[src/rtl/y_divider_seq.sv]
// ----------------------------------------------------------------------------
// y_divider_seq
//   Sequential restoring divider for the y-series arithmetic datapath.
//   One shift-subtract iteration per clock; quotient and remainder are
//   returned together with a single-cycle done pulse.
//
//   Optional build macro: YDIV_SIGNED_EN
//     undefined : unsigned division only (IDLE -> RUN -> DONE)
//     defined   : two's-complement truncating division; an extra FIX cycle
//                 restores the result signs (IDLE -> RUN -> FIX -> DONE)
//
// Ports
//   clk          rising-edge clock
//   rst_n        asynchronous active-low reset
//   start        request pulse, accepted only while busy = 0
//   dividend     numerator, captured on an accepted start
//   divisor      denominator, captured on an accepted start
//   busy         high while an operation is in flight
//   done         one-cycle pulse when quotient/remainder become valid
//   quotient     result quotient, held until the next result
//   remainder    result remainder, held until the next result
//   div_by_zero  last completed operation had a zero divisor
// ----------------------------------------------------------------------------
module y_divider_seq #(
  parameter int WIDTH = 32,
  parameter int CNT_W = $clog2(WIDTH) + 1
) (
  input  logic             clk,
  input  logic             rst_n,
  input  logic             start,
  input  logic [WIDTH-1:0] dividend,
  input  logic [WIDTH-1:0] divisor,
  output logic             busy,
  output logic             done,
  output logic [WIDTH-1:0] quotient,
  output logic [WIDTH-1:0] remainder,
  output logic             div_by_zero
);

`ifdef YDIV_SIGNED_EN
  typedef enum logic [1:0] {ST_IDLE = 2'd0, ST_RUN = 2'd1, ST_FIX = 2'd2, ST_DONE = 2'd3} state_t;
`else
  typedef enum logic [1:0] {ST_IDLE = 2'd0, ST_RUN = 2'd1, ST_DONE = 2'd3} state_t;
`endif

  state_t           r_state;
  state_t           w_state_nxt;
  logic [WIDTH-1:0] r_rem;
  logic [WIDTH-1:0] r_q;
  logic [WIDTH-1:0] r_divisor;
  logic [CNT_W-1:0] r_cnt;
  logic             r_zero;
  logic             r_busy;
  logic             r_done;
  logic             r_dbz;
  logic [WIDTH-1:0] r_quotient;
  logic [WIDTH-1:0] r_remainder;

  logic             w_accept;
  logic             w_run_zero;
  logic             w_run_last;
  logic             w_finish;
  logic [WIDTH:0]   w_shift;
  logic [WIDTH:0]   w_trial;
  logic             w_ge;
  logic [WIDTH-1:0] w_rem_nxt;
  logic [WIDTH-1:0] w_q_nxt;
  logic [WIDTH-1:0] w_a_mag;
  logic [WIDTH-1:0] w_b_mag;

  assign w_accept   = start && ((r_state == ST_IDLE) || (r_state == ST_DONE));
  // A zero-divisor operation spends one cycle in RUN without iterating.
  assign w_run_zero = (r_state == ST_RUN) && r_zero;
  assign w_run_last = (r_state == ST_RUN) && !r_zero && (r_cnt == CNT_W'(1));

  // Restoring step: remainder stays below the divisor, so the top bit of the
  // (WIDTH+1)-bit trial difference is a valid sign.
  assign w_shift   = {r_rem, r_q[WIDTH-1]};
  assign w_trial   = w_shift - {1'b0, r_divisor};
  assign w_ge      = ~w_trial[WIDTH];
  assign w_rem_nxt = w_ge ? w_trial[WIDTH-1:0] : w_shift[WIDTH-1:0];
  assign w_q_nxt   = {r_q[WIDTH-2:0], w_ge};

`ifdef YDIV_SIGNED_EN
  logic r_sign_q;
  logic r_sign_r;
  assign w_a_mag  = dividend[WIDTH-1] ? (~dividend + WIDTH'(1)) : dividend;
  assign w_b_mag  = divisor[WIDTH-1]  ? (~divisor  + WIDTH'(1)) : divisor;
  assign w_finish = w_run_zero || (r_state == ST_FIX);
`else
  assign w_a_mag  = dividend;
  assign w_b_mag  = divisor;
  assign w_finish = w_run_zero || w_run_last;
`endif

  assign busy        = r_busy;
  assign done        = r_done;
  assign quotient    = r_quotient;
  assign remainder   = r_remainder;
  assign div_by_zero = r_dbz;

  // State register.
  always_ff @(posedge clk or negedge rst_n) begin
    if (!rst_n) begin
      r_state <= ST_IDLE;
    end else begin
      r_state <= w_state_nxt;
    end
  end

  // Next-state logic.
  always_comb begin
    w_state_nxt = r_state;
    case (r_state)
      ST_IDLE: begin
        if (start) w_state_nxt = ST_RUN;
        else       w_state_nxt = ST_IDLE;
      end
      ST_RUN: begin
        if (w_run_zero) begin
          w_state_nxt = ST_DONE;
        end else if (w_run_last) begin
`ifdef YDIV_SIGNED_EN
          w_state_nxt = ST_FIX;
`else
          w_state_nxt = ST_DONE;
`endif
        end else begin
          w_state_nxt = ST_RUN;
        end
      end
`ifdef YDIV_SIGNED_EN
      ST_FIX:  w_state_nxt = ST_DONE;
`endif
      ST_DONE: begin
        if (start) w_state_nxt = ST_RUN;
        else       w_state_nxt = ST_IDLE;
      end
      default: w_state_nxt = ST_IDLE;
    endcase
  end

  // Operand capture and iteration datapath.
  always_ff @(posedge clk or negedge rst_n) begin
    if (!rst_n) begin
      r_rem     <= '0;
      r_q       <= '0;
      r_divisor <= '0;
      r_cnt     <= '0;
      r_zero    <= 1'b0;
    end else if (w_accept) begin
      r_rem     <= '0;
      // The raw dividend is kept for a zero divisor: it becomes the remainder.
      r_q       <= (divisor == '0) ? dividend : w_a_mag;
      r_divisor <= w_b_mag;
      r_cnt     <= CNT_W'(WIDTH);
      r_zero    <= (divisor == '0);
    end else if ((r_state == ST_RUN) && !r_zero) begin
      r_rem <= w_rem_nxt;
      r_q   <= w_q_nxt;
      r_cnt <= r_cnt - CNT_W'(1);
    end else begin
      r_rem <= r_rem;
      r_q   <= r_q;
    end
  end

`ifdef YDIV_SIGNED_EN
  // Operand signs for the FIX cycle (truncating division).
  always_ff @(posedge clk or negedge rst_n) begin
    if (!rst_n) begin
      r_sign_q <= 1'b0;
      r_sign_r <= 1'b0;
    end else if (w_accept) begin
      r_sign_q <= dividend[WIDTH-1] ^ divisor[WIDTH-1];
      r_sign_r <= dividend[WIDTH-1];
    end else begin
      r_sign_q <= r_sign_q;
      r_sign_r <= r_sign_r;
    end
  end
`endif

  // Result registers, done pulse and busy flag.
  always_ff @(posedge clk or negedge rst_n) begin
    if (!rst_n) begin
      r_quotient  <= '0;
      r_remainder <= '0;
      r_dbz       <= 1'b0;
      r_done      <= 1'b0;
      r_busy      <= 1'b0;
    end else begin
      r_done <= w_finish;
`ifdef YDIV_SIGNED_EN
      r_busy <= (w_state_nxt == ST_RUN) || (w_state_nxt == ST_FIX);
`else
      r_busy <= (w_state_nxt == ST_RUN);
`endif
      if (w_run_zero) begin
        r_quotient  <= '1;
        r_remainder <= r_q;
        r_dbz       <= 1'b1;
      end else if (w_finish) begin
`ifdef YDIV_SIGNED_EN
        r_quotient  <= r_sign_q ? (~r_q + WIDTH'(1)) : r_q;
        r_remainder <= r_sign_r ? (~r_rem + WIDTH'(1)) : r_rem;
`else
        r_quotient  <= w_q_nxt;
        r_remainder <= w_rem_nxt;
`endif
        r_dbz       <= 1'b0;
      end else if (w_accept) begin
        r_dbz <= 1'b0;
      end else begin
        r_dbz <= r_dbz;
      end
    end
  end

endmodule

[config.mk]
export PLATFORM = sky130hd
export DESIGN_NAME = y_divider_seq
export DESIGN_NICKNAME = d
export VERILOG_FILES = /design/src/rtl/y_divider_seq.sv
export SDC_FILE = /design/constraint.sdc
export NUM_CORES = 1
export LEC_CHECK = 0
export CAP_MARGIN = 20
export CORE_ASPECT_RATIO = 1.75
export CORE_MARGIN = 1
export CORE_UTILIZATION = 45
export CTS_BUF_LIST = sky130_fd_sc_hd__clkbuf_16
export CTS_CLUSTER_SIZE = 25
export DETAILED_ROUTE_END_ITERATION = 6
export PLACE_DENSITY = 0.68
export SETUP_SLACK_MARGIN = 0.2
export SLEW_MARGIN = 20
export SYNTH_ARGS = -nofsm -noshare
export SYNTH_HDL_FRONTEND = slang
export SYNTH_SLANG_ARGS = --single-unit
[constraint.sdc]
create_clock -name clk -period 4.4 [get_ports clk]
set_clock_uncertainty 0.1 [all_clocks]
set_input_delay 0.66 -clock clk [delete_from_list [all_inputs] [get_ports clk]]
set_output_delay 0.66 -clock clk [all_outputs]
set_load 0.05 [all_outputs]
==> metrics.csv <==
metric,value,unit
status,"complete, no violations",
Root Buffer,clkbuf_16,
critical setup path kind,flop to flop,
R2R Setup Slk,720,ps
Post-synth ARST share,100.0,%
Yosys top cell area share,47.42,%
Sink Count,172,
post-route cell area,11210,µm²
post-CTS setup buffers,0,
Clock Tree Buf Depth,2,
synthesized netlist cell count,989,
CTS tree,built,
worst path arrival time,3890,ps
Routed WL per cell,19.10,µm
final period utilization,83.58,%
Syn Nets,1093,
"Clk Latency, worst-skew pair",430,ps
"Remaining Overflow, GRT",0,
starting density of the core,45.99,%
Final WS setup,722.7,ps
Area Growth Syn to Fin,23.46,%
DRT Wirelength,25.77,mm
die area,20770,µm²
CP startpoint kind,flop,
initial antenna violation count,0,
Synth area leader,dfrtp_1,
Max Freq,271.9,MHz
CP max FO,48,
Die X,109.4,µm
Clock transition at path regs,70,ps
number of synthesized flops with an enable pin,0,
Die Ht,189.9,µm
pins over their slew limit,0,
first-pass GRT wire length,41.72,mm
I/O Buffers,133,
Synth Flop Type,dfrtp_1,
largest net degree at the start of global routing,95,
vias in the first global route,7847,
fin cells,1349,
Top-Level Pins,134,
Sum Neg Setup Slack,0,ps
Num CTS Buffers,17,
initial drt markers,531,
All-Layer GR Usage,26.34,%
top post-synthesis cells by area,"dfrtp_1, nand2_1, ha_1",
Worst Hold Class,primary input to asynchronous set/reset pin,
Post-Syn Area,9077,µm²
Nets,1195,
commonest cells in the netlist,"dfrtp_1, nand2_1, nor2_1",
Worst Path Required,4610,ps
"Seq/Total Area, Yosys",47.42,%
gpl congestion,0.8808,
fraction of layout instances using a drive strength above 1,5.344,%
dpl cells,1317,
worst reg2reg path endpoint,remainder[17],
Yosys warnings,0,
max_slew headroom,37.35,%
antenna diode count,0,
Post-DP Area,10630,µm²
Post-Place Worst Slack,759.9,ps
most frequent cell after synthesis,dfrtp_1,
fin crit period,3677,ps
r2r startpoint,r_q[31],
max-cap violations,0,
critical path capture point type,flop,
Worst R2R Path Depth,14,
vias,7809,
H-tree levels,4,
post-synthesis register bit count,172,
CTS Hold Bufs,0,
Synth cell types,53,
Post-CTS Resized,0,
dpl hpwl,18.56,mm
post-route ant nets,0,
drt via density,5.789,
DRC viols,0,
Mean Syn Cell Area,9.178,µm²
Pre-antenna DRT Iters,5,
final setup vio count,0,
Core Box Area,19740,µm²
worst-margin pin slew,939.8,ps
Row Count,68,
RSZ-0062 raised after global routing,no,
"Hold Vio Cnt, Final",0,
[sequential cells by signal (all words and copies together) (netlist names)]
| name | flops |
|---|---|
| div_by_zero | 1 |
| r_rem | 32 |
| quotient | 32 |
| r_cnt | 6 |
| busy | 1 |
| r_q | 32 |
| r_state | 2 |
| remainder | 32 |
| r_zero | 1 |
| r_divisor | 32 |
| done | 1 |
[how the worst max path moves through the flow]
stage               startpoint             to  slack [ps]  depth (start not counted)
global placement       r_q[31]  remainder[17]         800                         14
detailed placement     r_q[31]  remainder[17]         760                         14
CTS                    r_q[31]  remainder[17]         740                         14
floorplan              r_q[31]  remainder[17]        1170                         14
global route           r_q[31]  remainder[17]         510                         14
finish                 r_q[31]  remainder[17]         720                         14
[critical path, stage by stage (launching register included)]
cell,delay [ps]
dfrtp_1,410
inv_1,70
ha_1,160
inv_1,50
fa_1,430
a211oi_1,300
o21ai_1,140
nand2_1,240
o31ai_1,160
a31o_2,270
o211ai_1,130
buf_12,310
mux2_2,390
a222oi_1,310
inv_1,70
[stage by stage]
| stage | hold WS [ps] | util, % |
|---|---|---|
| 2_1_floorplan | 264.4 | - |
| 3_3_place_gp | 365.3 | 53.83 |
| 3_5_place_dp | 379.6 | 53.83 |
| 4_1_cts | 241.8 | 56.78 |
| 5_1_grt | 276.8 | 56.78 |
| 6_report | 175.7 | 56.78 |
[routing by layer]
metal,up-vias,GRT usage [%],wire length [µm]
met5,-,0,0
met3,51,5.139,1405
li1,3726,-,-
met2,251,42.77,12690
met4,0,11.54,904
met1,3781,33.78,10770
[cell usage in the layout (no fill, tap or decap), types with 7 or more instances in the layout]
| cell | Yosys | layout |
|---|---|---|
| a22oi_1 | 10 | 10 |
| xnor2_1 | 25 | 25 |
| a31oi_1 | 37 | 37 |
| nor4_1 | 12 | 12 |
| ha_1 | 36 | 36 |
| a22o_1 | 15 | 15 |
| nand4_1 | 10 | 10 |
| a21o_1 | 15 | 15 |
| buf_4 | 0 | 10 |
| nand3_1 | 7 | 7 |
| nand2_1 | 150 | 149 |
| clkbuf_16 | 0 | 17 |
| nor2_1 | 85 | 85 |
| a211oi_1 | 24 | 24 |
| o21bai_1 | 8 | 8 |
| o22a_1 | 32 | 32 |
| a21oi_1 | 49 | 49 |
| clkdlybuf4s50_1 | 0 | 132 |
| dfrtp_1 | 172 | 172 |
| mux2i_1 | 23 | 23 |
| inv_1 | 51 | 52 |
| nor3_1 | 10 | 10 |
| o21ai_0 | 77 | 77 |
| xor2_1 | 7 | 7 |
[final cells by class]
class	count	area, µm²
clock inverter	15	156.4
timing repair buffer	146	1468
sequential	172	4304
multi-input combinational	702	4352
fill	1798	8532
inverter	52	195.2
clock buffer	17	425.4
tap	245	306.5
[kinds of logic (layout without fill, tap and decap cells)]
| family | count (synthesis) | count (layout) | share of synthesized area (%) |
|---|---|---|---|
| AO/OA/AOI/OAI | 312 | 312 | 23.05 |
| XOR/XNOR | 32 | 32 | 3.088 |
| adder cells (fa/ha/maj) | 37 | 37 | 5.183 |
| buffers and inverters | 115 | 230 | 4.838 |
| flip-flops | 172 | 172 | 47.42 |
| multiplexers | 24 | 24 | 2.660 |
| AND/OR/NAND/NOR | 297 | 297 | 13.77 |
Power is left out: the tool's default activity adds up to more than one toggle a clock period on the data nets, which glitch-free logic cannot reach.
